<file path="src/rtl/dcache_ctrl.sv">
// Direct-mapped, write-back, write-allocate data cache for the memory stage.
// Hits complete combinationally; misses stall via dhit while a dirty victim is written back and the line is refilled.
module dcache_ctrl #(
  parameter int unsigned ADDR_W  = 32,
  parameter int unsigned INDEX_W = 2
) (
  input  logic              clk,
  input  logic              reset,
  input  logic              LoadM,
  input  logic              MemWriteM,
  input  logic              ByteM,
  input  logic [ADDR_W-1:0] addr,
  input  logic [31:0]       wdata,
  output logic [31:0]       rdata,
  output logic              dhit,
  output logic              mem_req,
  output logic              mem_we,
  output logic [ADDR_W-1:0] mem_addr,
  output logic [127:0]      mem_wdata,
  input  logic [127:0]      mem_rdata,
  input  logic              mem_ready
);

  localparam int unsigned LINES  = 1 << INDEX_W;
  localparam int unsigned TAG_W  = ADDR_W - 4 - INDEX_W;
  localparam int unsigned LINE_W = 128;

  typedef enum logic [1:0] {
    IDLE   = 2'd0,
    WB     = 2'd1,
    REFILL = 2'd2
  } state_e;

  state_e state_q, state_d;

  logic [LINES-1:0]   valid_q;
  logic [LINES-1:0]   dirty_q;
  logic [TAG_W-1:0]   tag_q  [LINES];
  logic [LINE_W-1:0]  data_q [LINES];
  logic [TAG_W-1:0]   vic_tag_q, vic_tag_d;
  logic [INDEX_W-1:0] vic_idx_q, vic_idx_d;

  logic [3:0]         off;
  logic [INDEX_W-1:0] req_idx;
  logic [TAG_W-1:0]   req_tag;
  logic               access;
  logic               line_hit;
  logic [LINE_W-1:0]  cur_line;
  logic [LINE_W-1:0]  st_line;
  logic [7:0]         rd_byte;
  logic [31:0]        rd_word;
  logic [31:0]        rd_val;

  logic               hit_wr;
  logic               wb_done;
  logic               fill;
  logic               dhit_c;
  logic               mem_req_c;
  logic               mem_we_c;
  logic [ADDR_W-1:0]  mem_addr_c;
  logic [31:0]        rdata_c;

  // Address split and lookup of the indexed line
  assign off      = addr[3:0];
  assign req_idx  = addr[3+INDEX_W:4];
  assign req_tag  = addr[ADDR_W-1:4+INDEX_W];
  assign access   = LoadM | MemWriteM;
  assign cur_line = data_q[req_idx];
  assign line_hit = valid_q[req_idx] && (tag_q[req_idx] == req_tag);

  assign rd_byte  = cur_line[{off, 3'd0} +: 8];
  assign rd_word  = cur_line[{off[3:2], 5'd0} +: 32];
  assign rd_val   = ByteM ? {{24{rd_byte[7]}}, rd_byte} : rd_word;

  // Store data merged into the current line
  always_comb begin
    st_line = cur_line;
    if (ByteM) begin
      st_line[{off, 3'd0} +: 8] = wdata[7:0];
    end else begin
      st_line[{off[3:2], 5'd0} +: 32] = wdata;
    end
  end

  // Next-state and output decode
  always_comb begin
    state_d    = state_q;
    vic_tag_d  = vic_tag_q;
    vic_idx_d  = vic_idx_q;
    hit_wr     = 1'b0;
    wb_done    = 1'b0;
    fill       = 1'b0;
    dhit_c     = 1'b0;
    mem_req_c  = 1'b0;
    mem_we_c   = 1'b0;
    mem_addr_c = '0;
    rdata_c    = '0;

    case (state_q)
      IDLE: begin
        if (!access) begin
          dhit_c = 1'b1;
        end else if (line_hit) begin
          dhit_c = 1'b1;
          if (MemWriteM) begin
            hit_wr = 1'b1;
          end else begin
            rdata_c = rd_val;
          end
        end else if (valid_q[req_idx] && dirty_q[req_idx]) begin
          state_d   = WB;
          vic_tag_d = tag_q[req_idx];
          vic_idx_d = req_idx;
        end else begin
          state_d = REFILL;
        end
      end
      WB: begin
        mem_req_c  = 1'b1;
        mem_we_c   = 1'b1;
        mem_addr_c = {vic_tag_q, vic_idx_q, 4'b0000};
        if (mem_ready) begin
          wb_done = 1'b1;
          state_d = REFILL;
        end
      end
      REFILL: begin
        mem_req_c  = 1'b1;
        mem_addr_c = {req_tag, req_idx, 4'b0000};
        if (mem_ready) begin
          fill    = 1'b1;
          state_d = IDLE;
        end
      end
      default: state_d = IDLE;
    endcase

    // Reset forces everything quiet, including the combinational outputs
    if (!reset) begin
      state_d   = IDLE;
      hit_wr    = 1'b0;
      wb_done   = 1'b0;
      fill      = 1'b0;
      dhit_c    = 1'b0;
      mem_req_c = 1'b0;
      mem_we_c  = 1'b0;
      rdata_c   = '0;
    end
  end

  // State, victim capture and line status bits
  always_ff @(posedge clk) begin
    if (!reset) begin
      state_q   <= IDLE;
      valid_q   <= '0;
      dirty_q   <= '0;
      vic_tag_q <= '0;
      vic_idx_q <= '0;
    end else begin
      state_q   <= state_d;
      vic_tag_q <= vic_tag_d;
      vic_idx_q <= vic_idx_d;
      if (hit_wr) begin
        dirty_q[req_idx] <= 1'b1;
      end
      if (wb_done) begin
        dirty_q[vic_idx_q] <= 1'b0;
      end
      if (fill) begin
        valid_q[req_idx] <= 1'b1;
        dirty_q[req_idx] <= 1'b0;
      end
    end
  end

  // Tag and data storage; contents are meaningless until valid is set
  always_ff @(posedge clk) begin
    if (hit_wr) begin
      data_q[req_idx] <= st_line;
    end
    if (fill) begin
      data_q[req_idx] <= mem_rdata;
      tag_q[req_idx]  <= req_tag;
    end
  end

  assign dhit      = dhit_c;
  assign rdata     = rdata_c;
  assign mem_req   = mem_req_c;
  assign mem_we    = mem_we_c;
  assign mem_addr  = mem_addr_c;
  assign mem_wdata = data_q[vic_idx_q];

endmodule

</file>
<file path="config.mk">
export PLATFORM = sky130hd
export DESIGN_NAME = dcache_ctrl
export DESIGN_NICKNAME = d
export VERILOG_FILES = /design/src/rtl/dcache_ctrl.sv
export SDC_FILE = /design/constraint.sdc
export NUM_CORES = 1
export LEC_CHECK = 0
export BUFFER_PORTS_ARGS = -buffer_cell sky130_fd_sc_hd__buf_2
export CAP_MARGIN = 30
export CORE_MARGIN = 4
export CORE_UTILIZATION = 38
export CTS_CLUSTER_DIAMETER = 50
export DETAILED_ROUTE_END_ITERATION = 8
export SLEW_MARGIN = 10
export SYNTH_ARGS = -nofsm -noshare
export SYNTH_HDL_FRONTEND = slang
export SYNTH_SLANG_ARGS = --single-unit
export TNS_END_PERCENT = 1
</file>
<file path="constraint.sdc">
create_clock -name clk -period 39.2 [get_ports clk]
set_input_delay 5.88 -clock clk [delete_from_list [all_inputs] [get_ports clk]]
set_output_delay 5.88 -clock clk [all_outputs]
set_load 0.05 [all_outputs]
</file>
* After elaboration in Yosys (flattened, before gate mapping)
Memories as Yosys holds them, arrays and structs flattened. A register that Yosys moved wholly into a read port is not among the register bits.
Cells that the tools add are included.
** Cells by class
- Add/sub/neg operators :: 2
- $lt $le $gt $ge :: 4
- Equal/unequal tests :: 7
- Shift-type cells :: 6
- Multiplexer cells :: 54
- Bitwise gates (word level) :: 9
- Reduce and logical (&&, ||, !) cells :: 8
** Operators by type and width (count)
- bitwise mux 128 bit :: 2
- two-way mux 128 bit :: 2
- two-way mux 32 bit :: 6
- variable shift 32 x 9 -> 128 bit (first input constant) :: 1
- variable shift 8 x 9 -> 128 bit (first input constant) :: 1
- indexed part select 128 x 8 -> 32 bit :: 1
- indexed part select 128 x 8 -> 8 bit :: 1
- indexed part select 32 x 9 -> 128 bit :: 1
- indexed part select 8 x 9 -> 128 bit :: 1
- case mux 32 bit (2 select lines) :: 1
- equality test 26 bit :: 1
- two-way mux 1 bit :: 26
- two-way mux 4 bit :: 5
- negation 7 -> 9 bit :: 2
- two-way mux 2 bit :: 7
- AND 4 bit :: 2
- inequality test 2 bit (second input constant) :: 4
- inverter 4 bit :: 2
- bitwise OR 4 bit :: 2
- AND reduction 4 bit :: 2
- less-than comparator 2 x 3 -> 1 bit (second input constant) :: 2
- case mux 2 bit (3 select lines) :: 1
- binary-select mux 1 bit (select 2 bit) :: 2
- demux 1 bit (select 2 bit) :: 2
- other kinds (8) :: 13
** Storage, ports and cells
- Flip-flop bits (word level) :: 38
- RAM bits :: 616
- Output and inout port bits :: 195
- Logic and storage cells :: 97
- Memories kept :: 2
** Memories
- data_q :: words 4, width 128, rd ports 2, clocked after Yosys merged registers in 1, write ports 1, line 39 : logic [LINE_W-1:0] data_q [LINES];
- tag_q :: words 4, width 26, rd ports 1, clocked after Yosys merged registers in 0, write ports 1, line 38 : logic [TAG_W-1:0] tag_q [LINES];

* Depth between registers and ports, before layout
- Depth after elaboration :: 14
- Mapped depth :: 14

* Least setup slack after synthesis
No wires, ideal clock.
- Path type :: in2reg
- Start :: in addr[4]
- End :: mem data_q[0][0] (enable)
- Setup time :: 0.811 ns
- Arrival time :: 16.886 ns
- Data required time :: 38.389 ns
- Slack :: 21.504 ns
- Stages on the path :: 10
- Buffers on the path :: 3
- Path through :: buf_6 buf_12 mux4_1 xnor2_1 nand4_1 nor4b_2 and2_1 buf_2 nand2_1 a21boi_0
** On the way
- Longest elaborated chain between the ends :: 10
- Elaborated cells on any way between the ends :: 12
** RTL lines
- start, declared :: line 12 : input logic [ADDR_W-1:0] addr,
- memory read (4 x 26 bit) / binary-select mux 1 bit (select 2 bit) (equally long branches)
- equality test 26 bit / two-way mux 1 bit (equally long branches) :: line 69 : assign line_hit = valid_q[req_idx] && (tag_q[req_idx] == req_tag);
- logical AND 1 bit :: line 69
- two-way mux 1 bit :: line 103 : end else if (line_hit) begin
- two-way mux 1 bit :: line 101 : if (!access) begin
- two-way mux 1 bit :: line 99 : case (state_q)
- two-way mux 1 bit :: line 139 : if (!reset) begin
- two-way mux 1 bit :: line 178 : if (hit_wr) begin
- two-way mux 1 bit (not written as such) :: line 179 : data_q[req_idx] <= st_line;
- bitwise OR 1 bit (no source line)
- end, declared :: line 39
Several ways; a longest one is shown, not always the timed one. The select of a mux whose other input is x is not followed.

* Final worst setup path
- Start :: in addr[4]
- End :: out rdata[7]
** On the way
- Longest elaborated chain between the ends :: 8
- Elaborated cells on any way between the ends :: 14
** RTL lines
- memory read (4 x 128 bit)
- indexed part select 128 x 8 -> 32 bit / indexed part select 128 x 8 -> 8 bit (equally long branches) :: line 72, 71
- two-way mux 32 bit :: line 73 : assign rd_val = ByteM ? {{24{rd_byte[7]}}, rd_byte} : rd_word;
- two-way mux 32 bit :: line 105 : if (MemWriteM) begin
- two-way mux 32 bit (*) :: line 103
- two-way mux 32 bit (*) :: line 101
- two-way mux 32 bit (*) :: line 99
- two-way mux 32 bit (*) :: line 139
- end, declared :: line 14 : output logic [31:0] rdata,
Every way passes the cells marked *; elsewhere a longest branch is shown, timed or not. The select of a mux whose other input is x is not followed.

==> qor.csv <==
stage;metric;value;unit
yosys;ys_types;65;
clocking;cts_buffers;87;
clocking;clock_latency;0.66;ns
clocking;post_cts_buffers;0;
floorplan;core_area;0.09236;mm^2
timing;fin_hold_ws;0.4636;ns
floorplan;rows;111;
finish;final_cell_mix;616 x edfxtp_1, 385 x buf_2, 289 x mux4_2, 137 x nand2_1, 132 x a211oi_1;
timing;fmax;60.64;MHz
timing;tightest_slew;1.053;ns
route;viasPerCell;6.446;
yosys;syn_inst;2316;
yosys;synth_top_family_by_area;multiplexers;
clocking;clk_pin_slew;0.05;ns
yosys;yosysTopAreaCellShare;0.5196;
route;vias;25462;
timing;period_needed;16.49;ns
yosys;ys_ff_latch;656;
clocking;cts_root_buf;clkbuf_16;
clocking;cts_resized;0;
yosys;synth.top_cells.by_area;edfxtp_1 52%, mux4_2 18%, mux2i_1 3.4%, a221oi_1 3.2%, mux4_1 3.1%;
timing;maxSlewViolCount;0;
clocking;htree_num_levels;3;
timing;fin_skew;0.02781;ns
timing;slew_headroom;0.2982;
floorplan;start_util;0.3854;
yosys;netlist_area;0.03560;mm^2
route;first_pass_iters;8;
finish;final_common_cell;edfxtp_1;
clocking;clock_tree.buffer_depth;3;
yosys;seq_area_frac_synth;0.5421;
yosys;synth_edf_count;616;
critical_path;start_kind;input port;
yosys;synth_mux_area_frac;0.2491;
route;drc;0;
place;port-buffer-count;388;
clocking;hold_buffers;0;
timing;tns;0;ns
floorplan;ios;393;
clocking;cts.sinks;656;
critical_path;path_class;input port to primary output;
route;drt_iter0_markers;3433;
global_routing;track_usage;0.2633;
global_routing;grt_pass1_wl;187500;um
yosys;yosys.area_share.simple;0.04573;
worst_hold_path;hp-class;flip-flop to flip-flop;
yosys;synth_xor_xnor_area_share;0.005905;
route;finalWirelength;133500;um
critical_path;worst-path-max-fanout;82;
global_routing;grt_pass1_vias;25216;
critical_path;crit_arrival;10.61;ns
critical_path;endpoint_kind;primary output;
route;ant_nets;0;
clocking;cts_tree;yes;
pwr;peakVddDrop;35.40;uV
place;dpl.hpwl;92030;um
yosys;synth_flop_cell;edfxtp_1;
finish;layout-drive-gt1-share;0.3390;
pwr;power.density;43.94;mW/mm^2
timing;rsz0062_at_grt;false;
status;outcome;finished, final reports clean;
floorplan;fp.dieH;314.1;um
critical_path;cp_cell_sequence;buf_8, buf_4, buf_4, mux4_1, mux4_1, mux4_2, nand2_4, a21oi_1, buf_2;
global_routing;grt_overflow;0;
route;avgRoutedWirePerCell;33.80;um
critical_path;required;33.32;ns
yosys;synth_top_area_cell;edfxtp_1;
place;gp_congestion;1.042;
finish;fin_nets;2826;
finish;area_growth;16.78;%
global_routing;antenna_found_initial;36;
yosys;synth_compound_area_frac;0.1191;
yosys;ys_warn_count;0;
finish;fillers;8159;
run;maxCapViolCount;0;
critical_path;crit_slowest_cell;mux4_1;
floorplan;fp.dieW;314.1;um
critical_path;slowest_delay;0.76;ns
yosys;synth_adder_area_share;0.003866;
yosys;syn_area_per_cell;15.37;um^2
timing;period_share;0.4207;
timing;report.final.setup_viol;0;
yosys;ys_async_sr_fraction;0;
global_routing;grt_max_degree;184;
floorplan;die-area;0.09864;mm^2
pwr;leakage;0.01465;uW
timing;hold_viol;0;
==> stage by stage <==
step           area, um^2  cells    util  setup WS, ns  power, uW
3_5_place_dp        38590   3771  0.4179         22.69       1037
3_3_place_gp        38440   3764  0.4162         22.73       1032
4_1_cts             41530   3933  0.4497         22.66       1834
5_1_grt             41530   3934  0.4497         22.46       1880
2_1_floorplan       35610   2319       -         21.50      954.9
6_report            41570   3950  0.4501         22.71       1827
==> registers in the layout, indices dropped and copies added, names as in the netlist, named ones only <==
name       cells
tag_q        104
vic_idx_q      2
data_q       512
state_q        2
vic_tag_q     26
valid_q        4
dirty_q        4
==> metal layers <==
metal / GRT usage / share of wire / vias to the layer above
li1: - / - / 10379
met1: 0.3302 / 0.36 / 13165
met2: 0.4267 / 0.47 / 1619
met3: 0.09229 / 0.12 / 271
met4: 0.08908 / 0.039 / 28
met5: 0 / 0.0014 / -
==> critical path, delay by kind of cell <==
kind                   cells  cell delay (ns)
multiplexers               3             1.91
AO/OA/AOI/OAI              1             0.12
AND/OR/NAND/NOR            1             0.34
buffers and inverters      4             2.23
==> cell families after synthesis <==
| family | count (synthesis) |
|---|---|
| AND/OR/NAND/NOR | 356 |
| flip-flops | 656 |
| multiplexers | 456 |
| AO/OA/AOI/OAI | 571 |
| XOR/XNOR | 24 |
| other | 1 |
| adder cells (fa/ha/maj) | 11 |
| buffers and inverters | 241 |
==> worst paths after layout <==
path / from / end / slack, ns / depth (start not counted)
setup / recovery: addr[4] / rdata[7] / 22.71 / 9
hold / removal: vic_tag_q[0] / vic_tag_q[0] / 0.46 / 2
setup reg to reg: tag_q[3][9] / data_q[3][29] / 33.79 / 10
hold reg to reg: vic_tag_q[0] / vic_tag_q[0] / 0.46 / 2
==> cell type report <==
type | count | area (um^2) | share of cell area
flip-flops and latches | 656 | 19310 | 0.4644
multi-input cells | 1422 | 15200 | 0.3657
repair buffers | 435 | 2475 | 0.05953
clock buffers | 107 | 2312 | 0.05562
well taps | 1243 | 1555 | 0.03741
clock inverters | 55 | 623.1 | 0.01499
inverters | 15 | 56.30 | 0.001354
diodes | 17 | 42.54 | 0.001023
==> cells in the mapped netlist, types with 31 or more instances <==
| cell type | number |
|---|---|
| edfxtp_1 | 616 |
| nor2b_1 | 36 |
| mux2i_1 | 121 |
| a21oi_1 | 85 |
| a221oi_1 | 129 |
| clkbuf_1 | 152 |
| mux4_1 | 42 |
| a22oi_1 | 31 |
| nand2_1 | 137 |
| nor2_1 | 94 |
| dfxtp_1 | 40 |
| mux4_2 | 289 |
| a21o_1 | 128 |
| a211oi_1 | 132 |
| nand3_1 | 35 |
==> where the power goes <==
part           total (uW)  internal [uW]  switching [uW]
registers             793            790            3.37
clock network         799            475             325
logic                 234           77.7             156
Power figures use the tool's default switching activity.
